$ cat src/rtl/fetch_decode.sv
// Fetch/decode stage: PC register, one-hot instruction decode, next-PC
// selection, BOOT/RUN/HALT sequencing, fault capture and retire counting.
module fetch_decode #(
    parameter logic [31:0] RESET_PC        = 32'h0040_0000,
    parameter bit          HALT_ON_ILLEGAL = 1'b1
) (
    input  logic        clk,
    input  logic        rst,
    input  logic        stall,
    input  logic        zero,
    input  logic [31:0] rs_data,
    input  logic [31:0] imem_data,
    output logic [31:0] imem_addr,
    output logic [31:0] pc,
    output logic [31:0] pc_plus4,
    output logic [31:0] instr,
    output logic [30:0] op,
    output logic        halted,
    output logic [1:0]  fault,
    output logic [31:0] retired
);

    typedef enum logic [1:0] {BOOT, RUN, HALT} state_t;

    state_t      state_q, state_d;
    logic [31:0] pc_q, pc_d;
    logic [31:0] retired_q, retired_d;
    logic [1:0]  fault_q, fault_d;
    logic [30:0] dec;
    logic        illegal;
    logic [31:0] next_pc;
    logic [31:0] br_off;

    assign instr     = imem_data;
    assign pc        = pc_q;
    assign imem_addr = pc_q;
    assign pc_plus4  = pc_q + 32'd4;
    assign halted    = (state_q == HALT);
    assign fault     = fault_q;
    assign retired   = retired_q;

    always_comb begin
        dec = '0;
        case (imem_data[31:26])
            6'h00: begin
                case (imem_data[5:0])
                    6'h21: dec[0]  = 1'b1;
                    6'h20: dec[1]  = 1'b1;
                    6'h23: dec[2]  = 1'b1;
                    6'h22: dec[3]  = 1'b1;
                    6'h24: dec[4]  = 1'b1;
                    6'h25: dec[5]  = 1'b1;
                    6'h26: dec[6]  = 1'b1;
                    6'h27: dec[7]  = 1'b1;
                    6'h00: dec[8]  = 1'b1;
                    6'h02: dec[9]  = 1'b1;
                    6'h03: dec[10] = 1'b1;
                    6'h2A: dec[11] = 1'b1;
                    6'h2B: dec[12] = 1'b1;
                    6'h04: dec[13] = 1'b1;
                    6'h06: dec[14] = 1'b1;
                    6'h07: dec[15] = 1'b1;
                    6'h08: dec[30] = 1'b1;
                    default: dec = '0;
                endcase
            end
            6'h08: dec[16] = 1'b1;
            6'h09: dec[17] = 1'b1;
            6'h0C: dec[18] = 1'b1;
            6'h0D: dec[19] = 1'b1;
            6'h0E: dec[20] = 1'b1;
            6'h0A: dec[21] = 1'b1;
            6'h0B: dec[22] = 1'b1;
            6'h0F: dec[23] = 1'b1;
            6'h23: dec[24] = 1'b1;
            6'h2B: dec[25] = 1'b1;
            6'h05: dec[26] = 1'b1;
            6'h04: dec[27] = 1'b1;
            6'h02: dec[28] = 1'b1;
            6'h03: dec[29] = 1'b1;
            default: dec = '0;
        endcase
    end

    assign illegal = ~|dec;
    assign br_off  = {{14{imem_data[15]}}, imem_data[15:0], 2'b00};

    always_comb begin
        next_pc = pc_plus4;
        if (dec[30])
            next_pc = rs_data;
        else if (dec[28] | dec[29])
            next_pc = {pc_plus4[31:28], imem_data[25:0], 2'b00};
        else if ((dec[26] & ~zero) | (dec[27] & zero))
            next_pc = pc_plus4 + br_off;
    end

    always_comb begin
        state_d   = state_q;
        pc_d      = pc_q;
        retired_d = retired_q;
        fault_d   = fault_q;
        op        = '0;
        case (state_q)
            BOOT: state_d = RUN;
            RUN: begin
                if (stall) begin
                    state_d = RUN;
                end else if (illegal) begin
                    if (HALT_ON_ILLEGAL) begin
                        fault_d = (fault_q == 2'b00) ? 2'b01 : fault_q;
                        state_d = HALT;
                    end else begin
                        pc_d = pc_plus4;
                    end
                end else if (dec[30] && (rs_data[1:0] != 2'b00)) begin
                    // jr still shows on op so downstream sees the faulting instr
                    op      = dec;
                    fault_d = (fault_q == 2'b00) ? 2'b10 : fault_q;
                    state_d = HALT;
                end else begin
                    op        = dec;
                    pc_d      = next_pc;
                    retired_d = retired_q + 32'd1;
                end
            end
            HALT: state_d = HALT;
            default: state_d = BOOT;
        endcase
    end

    always_ff @(posedge clk or posedge rst) begin
        if (rst) begin
            state_q   <= BOOT;
            pc_q      <= RESET_PC;
            retired_q <= '0;
            fault_q   <= '0;
        end else begin
            state_q   <= state_d;
            pc_q      <= pc_d;
            retired_q <= retired_d;
            fault_q   <= fault_d;
        end
    end

endmodule

$ cat config.mk
export PLATFORM = sky130hd
export DESIGN_NAME = fetch_decode
export DESIGN_NICKNAME = d
export VERILOG_FILES = /design/src/rtl/fetch_decode.sv
export SDC_FILE = /design/constraint.sdc
export NUM_CORES = 1
export LEC_CHECK = 0
export ABC_AREA = 1
export BUFFER_PORTS_ARGS = -buffer_cell sky130_fd_sc_hd__buf_2
export CAP_MARGIN = 20
export CORE_MARGIN = 2
export CORE_UTILIZATION = 54
export DETAILED_ROUTE_END_ITERATION = 8
export GPL_TIMING_DRIVEN = 1
export PLACE_DENSITY_LB_ADDON = 0.2
export SLEW_MARGIN = 5
export SYNTH_ARGS = -nofsm -noshare
export SYNTH_HDL_FRONTEND = slang
export SYNTH_SLANG_ARGS = --single-unit
export TNS_END_PERCENT = 50
$ cat constraint.sdc
create_clock -name clk -period 3.4 [get_ports clk]
set_input_delay 0.34 -clock clk [delete_from_list [all_inputs] [get_ports clk]]
set_output_delay 0.34 -clock clk [all_outputs]
set_load 0.005 [all_outputs]
---- Yosys cells after proc, flatten, opt, wreduce, memory -nomap -nowiden ----
Cells that the tools add are included.
storage, ports and cells
  bits in registers ....................... 68
  bits of input ports ..................... 68
operators by class
  muxes and demuxes ....................... 47
  bitwise gates (word level) .............. 7
  equal/unequal tests ..................... 35
  add/sub/neg operators ................... 3
  reductions and logical operators ........ 10
operators with widths
  kind                                                  count
  2-to-1 mux 32 bit                                     3
  2-to-1 mux 31 bit                                     3
  equality test 6 bit (second input constant)           12
  equality test 6 x 4 -> 1 bit (second input constant)  9
  adder 32 x 1 -> 32 bit (second input constant)        1
  adder 32 x 3 -> 32 bit (second input constant)        1
  adder 32 bit                                          1
  2-to-1 mux 1 bit                                      32
  OR reduction 31 bit                                   1
  equality test 6 x 3 -> 1 bit (second input constant)  5
  equality test 6 x 2 -> 1 bit (second input constant)  4
  2-to-1 mux 16 bit                                     1
  2-to-1 mux 2 bit                                      7
  logical NOT 6 bit                                     2
  case mux 2 bit (3 select lines)                       1
  AND reduction 5 bit                                   1
  logical NOT 2 bit                                     2
  != test 4 bit (second input constant)                 1
  AND reduction 4 bit                                   1
  nonzero test 2 bit                                    2
  inverter 1 bit                                        3
  bitwise AND 1 bit                                     2
  equality test 2 x 1 -> 1 bit (second input constant)  1
  equality test 2 bit (second input constant)           1
  other kinds (4)                                       5

---- Logic depth before layout (Yosys ltp) ----
Gate-level depths: netlist of run 1.
  depth after elaboration ................. 8
  mapped depth ............................ 25

---- Least setup slack after synthesis of run 1 ----
Ideal clock, no wire load.
  kind .................................... register to register
  from .................................... reg pc_q[2], in the netlist imem_addr[2]
  to ...................................... reg pc_q[27], in the netlist imem_addr[27]
  stages on the path, launching flop included .. 19
  required time ........................... 3.284 ns
  buffers on the path ..................... 0
  slack ................................... 0.636 ns
  clock period less this slack ............ 2.764 ns
  arrival ................................. 2.648 ns
  path through ............................ dfrtp_1 ha_1 nand3_1 inv_1 nand2_1 nor3_1 xor2_1 ha_1 nand2_1 nor2_1 inv_1 nor3_1 nand2_1 nand4_1 nand3_1 nand2_1 nand2_1 nand2_1 nand2_1
between the ends
  word-level cells in the longest chain between the ends .. 5
RTL lines
  element                 line  text
  from (decl)             26    logic [31:0] pc_q, pc_d;
  from (signal assigned)  140   pc_q <= pc_d;
  adder 32 x 3 -> 32 bit  37    assign pc_plus4 = pc_q + 32'd4;
  named net pc_plus4[26]  15    output logic [31:0] pc_plus4,
  adder 32 bit            95    next_pc = pc_plus4 + br_off;
  2-to-1 mux 32 bit       94    else if ((dec[26] & ~zero) | (dec[27] & zero))
  2-to-1 mux 32 bit       92    else if (dec[28] | dec[29])
  2-to-1 mux 32 bit       90    if (dec[30])
The timed path passes the listed nets, and every way through them passes these cells.
A chain may end at the register's enable or synchronous reset.

---- Final worst setup path of run 1 ----
  from .................................... reg pc_q[3], in the netlist imem_addr[3]
  to ...................................... reg pc_q[31], in the netlist imem_addr[31]
between the ends
  word-level cells in the longest chain between the ends .. 5
RTL lines
  element                     line
  adder 32 x 3 -> 32 bit (*)  37
  adder 32 bit                95
  2-to-1 mux 32 bit           94
  2-to-1 mux 32 bit (*)       92
  2-to-1 mux 32 bit (*)       90
Mark *: on every way between the ends. The rest lies on a longest branch, timed or not.

==> run_results.csv, run 1 <==
group,metric,value,unit
status,outcome,"finished, final reports clean",
critical_path,path_common_cell,"nand2_1",
finish,regArea,1710,um^2
cts,cts_resized,1,
finish,multi_input_area,5330,um^2
worst_hold_path,hp-class,"input port to asynchronous set/reset pin",
route,drcViolationCount,0,
synthesis,synth.area.top_cells,"nand2_1, dfrtp_1, inv_1",
timing,period_share,93.4,%
timing,period_needed,3170,ps
route,via_per_inst,5.25,
global_route,grt_overflow,0,
critical_path,reg2reg_setup_slack,230,ps
critical_path,crit_slowest_cell,"dfrtp_1",
pwr,p_leak,0.00588,uW
synthesis,seq_area_frac_synth,20.1,%
finish,final_cells,1926,
place,placedCellCount,1911,
place,dpl_cell_area,9660,um^2
cts,cts_inserted_buffers,9,
timing,worst_pin_slew,686,ps
synthesis,ys_seq_elements,68,
synthesis,synth_cells,1501,
pwr,cellPowerDensity,631,nW/um^2
run,drv_cap,0,
critical_path,endpoint_kind,"register",
route,first_iter_violations,720,
synthesis,synth_largest_area_cell,"nand2_1",
route,ant_nets,0,
synthesis,synthesis.area,8490,um^2
cts,cts_tree,"built",
synthesis,synth_edf_count,0,
global_route,grt_pass1_wl,47.0,mm
timing,timing.setup.tns,0,ps
finish,areaGrowthSynthToFinish,17.7,%
synthesis,yosysWarnings,0,
critical_path,cp_slowest_stage_delay,400,ps
place,dp_hpwl,24.5,mm
critical_path,cp_data_arrival_time,3400,ps
cts,cts_root_buf,"clkbuf_16",
critical_path,path_cells,"ha_1, nand3_1, inv_1, nand3_1, xor2_1, inv_1, ha_1, nand2_1, inv_1, nand2_1, nand2_1, inv_1, nand2_1, inv_1, nand2_1, nand2_1, nand2_1, nand2_1, nand2_1, nand2_1, nand2_1, nand2_1, nand2_1",
global_route,grt_max_degree,70,
cts,insertion_delay,330,ps
critical_path,crit_type,"register to register",
place,io_buffer_count,261,
cts,postCtsHoldBufs,0,
timing,drv_slew,0,
critical_path,worstPathRequired,3630,ps
synthesis,synth_top_area_share,23.3,%
finish,drive_gt1_share,20.2,%
synthesis,synthFlopType,"dfrtp_1",
critical_path,path_max_fanout,5,
global_route,grt_usage,36.1,%
timing,fmax,315,MHz
synthesis,async_reset_ff_share,100,%
floorplan,rows,45,
timing,hold_viol_final,0,
pwr,ir_drop,0.363,mV
synthesis,avgSynthCellArea,5.66,um^2
route,wl_per_cell,15.7,um
finish,fin_nets,1817,
global_route,antenna_found_initial,2,
floorplan,core,15300,um^2
timing,whs,16.1,ps
finish,fin_area,9990,um^2
floorplan,ios,262,
finish,n_fill_cell,1520,
synthesis,synth.distinct_cells,38,
cts,htree_levels,3,
route,vias,10112,
floorplan,die_h,129,um
cts,cts_setup_buffers,0,
floorplan,initial_utilization,55.6,%
route,first_pass_iters,6,
timing,max_slew_margin,54.3,%
floorplan,die_area,16700,um^2
global_route,grt_pass1_vias,9138,
synthesis,synth_nets,1607,
cts,clkTransAtPathRegs,60,ps
cts,cts_sinks,68,
finish,antenna-diode-count,0,
cts,clockBufferDepth,2,
timing,setup_viol,0,
critical_path,worstSetupStartpointType,"register",
timing,finalClockSkew,11.1,ps
floorplan,die_w,129,um
route,wirelength,30.3,mm
place,gp_routability_congestion,0.987,
per-stage QoR:
stage	util [%]	setup WS (ps)	power (uW)
after global routing	65.5	-64.7	6850
after floorplan	-	636	3910
after global placement	63.3	20.7	5280
final	65.5	225	6300
after CTS	65.1	7.15	6210
after detailed placement	63.3	-56.1	5320
cell usage after synthesis (12+ instances only):
cell type and n:
nand3_1 115, nand2_1 527, nor2_1 176, nand4_1 17, o21ai_0 64, a21oi_1 38
ha_1 37, dfrtp_1 67, nor3_1 37, inv_1 221, nor4_1 12, buf_2 17
buf_4 70, xor2_1 36
registers in the layout (all words and copies together) (netlist names):
name and cells:
fault 2, imem_addr 32, retired 32, state_q 2
critical path, delay by kind of cell, from the launching register on:
kind / cells / cell delay, ps
simple gates: 15 / 1320
fa+ha+maj: 2 / 560
buf+inv: 5 / 540
flops: 1 / 400
xor+xnor: 1 / 250
cells by family (layout without fill, tap and decap cells):
family	Yosys count	after routing	synth area share, %
buffers and inverters	322	536	17.8
AOI/OAI and AO/OA	125	125	7.97
and+or+nand+nor	906	906	44.1
DFF	68	68	20.1
xor gates and xnor gates	42	42	4.33
adders and majority gates	38	38	5.69
cells in the final DEF, fill, tap and decap left out, drive strengths merged, types with 4 or more instances in the layout:
cell type	Yosys	routed
buf	90	295
a21oi	38	38
xor2	36	36
dfrtp	67	67
nor4	12	12
ha	37	37
xnor2	6	6
o21ai	66	66
o21bai	4	4
or2	5	5
nand2	528	528
a21o	7	7
nand4	17	17
inv	225	225
nor2	183	183
nand3	118	118
nor3	37	37
clkbuf	6	14
final timing paths:
path,cells past startpoint,endpoint,startpoint
setup / recovery,23,imem_addr[31],imem_addr[3]
hold / removal,2,state_q[1],rst
min in group clk,3,state_q[0],stall
setup reg to reg,23,imem_addr[31],imem_addr[3]
hold reg to reg,2,fault[1],fault[1]
max in group asynchronous,3,imem_addr[22],rst
layout make-up:
class	count	area share, %
Tap cell	211	2.64
Clock buffer	14	2.64
Timing Repair Buffer	295	15.8
Clock inverter	1	0.0752
Inverter	226	8.49
Multi-Input combinational cell	1111	53.3
Sequential cell	68	17.1
metal layers:
| metal | global-route usage, % | vias to the layer above | routed length (um) |
|---|---|---|---|
| met5 | 0 | - | 13 |
| met4 | 15.9 | 2 | 1330 |
| met3 | 6.48 | 73 | 2590 |
| met2 | 60.5 | 462 | 14100 |
| met1 | 45.5 | 4539 | 12300 |
| li1 | - | 5036 | - |
power by group:
group | switching [uW] | total [uW] | leakage, uW | internal [uW]
sequential | 363 | 1430 | 0.000878 | 1070
combinational | 2520 | 4010 | 0.00487 | 1490
clock | 336 | 867 | 0.000129 | 530
Note: power is estimated with default switching activity, not from simulation.
==> inputs of run 2 (changes only) <==
--- a/config.mk
+++ b/config.mk
@@ -9,7 +9,7 @@
 export BUFFER_PORTS_ARGS = -buffer_cell sky130_fd_sc_hd__buf_2
 export CAP_MARGIN = 20
 export CORE_MARGIN = 2
-export CORE_UTILIZATION = 54
+export CORE_UTILIZATION = 40
 export DETAILED_ROUTE_END_ITERATION = 8
 export GPL_TIMING_DRIVEN = 1
 export PLACE_DENSITY_LB_ADDON = 0.2
==> run_results.csv, run 2 (same netlist as run 1, synthesis figures left out) <==
group,metric,value,unit
critical_path,endpoint_kind,"register",
floorplan,die_h,150,um
global_route,grt_pass1_vias,9334,
place,gp_routability_congestion,0.946,
timing,drv_slew,0,
pwr,p_leak,0.00605,uW
run,drv_cap,0,
cts,clkTransAtPathRegs,70,ps
pwr,seqPwrFrac,21.9,%
timing,setup_viol,0,
floorplan,rows,53,
route,wl_per_cell,16.5,um
floorplan,ios,262,
timing,whs,9.46,ps
place,io_buffer_count,261,
timing,fmax,313,MHz
finish,regArea,1720,um^2
route,ant_nets,0,
cts,cts_sinks,68,
timing,hold_viol_final,0,
finish,fin_area,10400,um^2
pwr,switchingPower,3370,uW
global_route,grt_overflow,0,
place,dp_hpwl,26.8,mm
cts,cts_inserted_buffers,9,
critical_path,path_max_fanout,5,
critical_path,worstSetupStartpointType,"register",
place,dpl_cell_area,9940,um^2
critical_path,startpoint,"imem_addr[9]",
timing,finalClockSkew,10.7,ps
status,outcome,"finished, final reports clean",
route,via_per_inst,5.04,
critical_path,crit_type,"register to register",
floorplan,die_area,22400,um^2
route,first_pass_iters,5,
finish,areaGrowthSynthToFinish,22.3,%
critical_path,cp_data_arrival_time,3430,ps
floorplan,die_w,150,um
global_route,grt_max_degree,70,
cts,htree_levels,3,
route,drcViolationCount,0,
finish,n_fill_cell,2296,
worst_hold_path,hp-class,"input port to asynchronous set/reset pin",
finish,drive_gt1_share,22.6,%
finish,multi_input_area,5370,um^2
cts,cts_root_buf,"clkbuf_16",
finish,fin_nets,1845,
cts,clockBufferDepth,2,
pwr,ir_drop,0.353,mV
pwr,cellPowerDensity,640,nW/um^2
route,wirelength,33.2,mm
finish,final_cell_mix,"nand2_1, buf_2, inv_1",
critical_path,crit-reg2reg-launch,"imem_addr[9]",
floorplan,core,21000,um^2
floorplan,initial_utilization,40.5,%
global_route,antenna_found_initial,1,
timing,worst_pin_slew,738,ps
pwr,pwr-share-clk,15.1,%
pwr,internal_power,3280,uW
timing,period_needed,3190,ps
timing,period_share,94.0,%
timing,max_slew_margin,50.7,%
global_route,grt_pass1_wl,50.2,mm
finish,final_common_cell,"nand2_1",
cts,cts_tree,"built",
global_route,grt_usage,29.1,%
route,first_iter_violations,622,
route,vias,10190,
critical_path,worstPathRequired,3640,ps
pwr,sw_frac_of_total,50.6,%
cts,insertion_delay,350,ps
pwr,combPwrFrac,63.0,%
==> run 2: power by group through the flow <==
stage	clock, uW	sequential (uW)	combinational (uW)
after floorplan	0	1390	2530
after global placement	0	1440	4040
after detailed placement	0	1450	4050
after CTS	1020	1440	4070
after global routing	1060	1490	4660
final	1000	1450	4190
==> run 2: critical path: stages (launching register included) <==
cell	delay, ps
dfrtp_2	440
nand2_1	150
nor2_1	180
nand2_1	120
nor2_2	210
xor2_1	160
buf_4	140
inv_1	50
ha_1	390
nand2_1	120
inv_1	80
nand2_1	100
nor3_2	110
buf_4	140
nand3_1	130
nand3_1	120
nand2_1	50
nand3_1	90
nand3_1	130
nand2_1	90
nand2_1	50
==> run 2: path summary, 6_finish.rpt <==
path                            cells after the start  slack [ps]            end
worst max register to register                     20         210  imem_addr[26]
worst min register to register                      1         490       fault[1]
min in group clk                                    3         250     state_q[0]
max in group asynchronous                           3        2560  imem_addr[22]
worst max-delay path                               20         210  imem_addr[26]
worst min-delay path                                2           9   imem_addr[0]
==> run 2: stage by stage <==
stage,TNS (ps),worst slack (ps),utilization (%),instances,total power [uW]
detailed placement,-27.7,-26.9,47.4,2000,5490
CTS,0,44.6,48.9,2016,6530
global route,-1.06,-1.06,49.5,2019,7210
global placement,-18.4,-18.4,47.4,2000,5480
floorplan,0,636,-,1501,3910
finish,0,205,49.6,2020,6650
==> run 2: cell type report <==
| class | count | area share, % |
|---|---|---|
| multi-input cells | 1111 | 51.7 |
| repair buffers | 323 | 17.3 |
| flip-flops and latches | 68 | 16.5 |
| inverters | 226 | 8.17 |
| well taps | 275 | 3.31 |
| clock buffers | 10 | 2.30 |
| clock inverters | 6 | 0.687 |
| diodes | 1 | 0.0241 |
==> run 2: metal layers <==
metal  part of all wire [%]  routed length (um)  vias up  track usage (%)
li1                       -                   -     5105                -
met1                     46               15200     4678             40.6
met2                     46               15400      367             48.1
met3                    6.1                2030       40             2.99
met4                    2.0                 654        0             7.22
met5                      0                   0        -                0
==> run 2: repair_timing <==
action / CTS / global route
endpoints found under the setup margin: 2 / 21
buffers inserted: 0 / 3
hold buffers: 0 / 0
resized for setup: 1 / 35
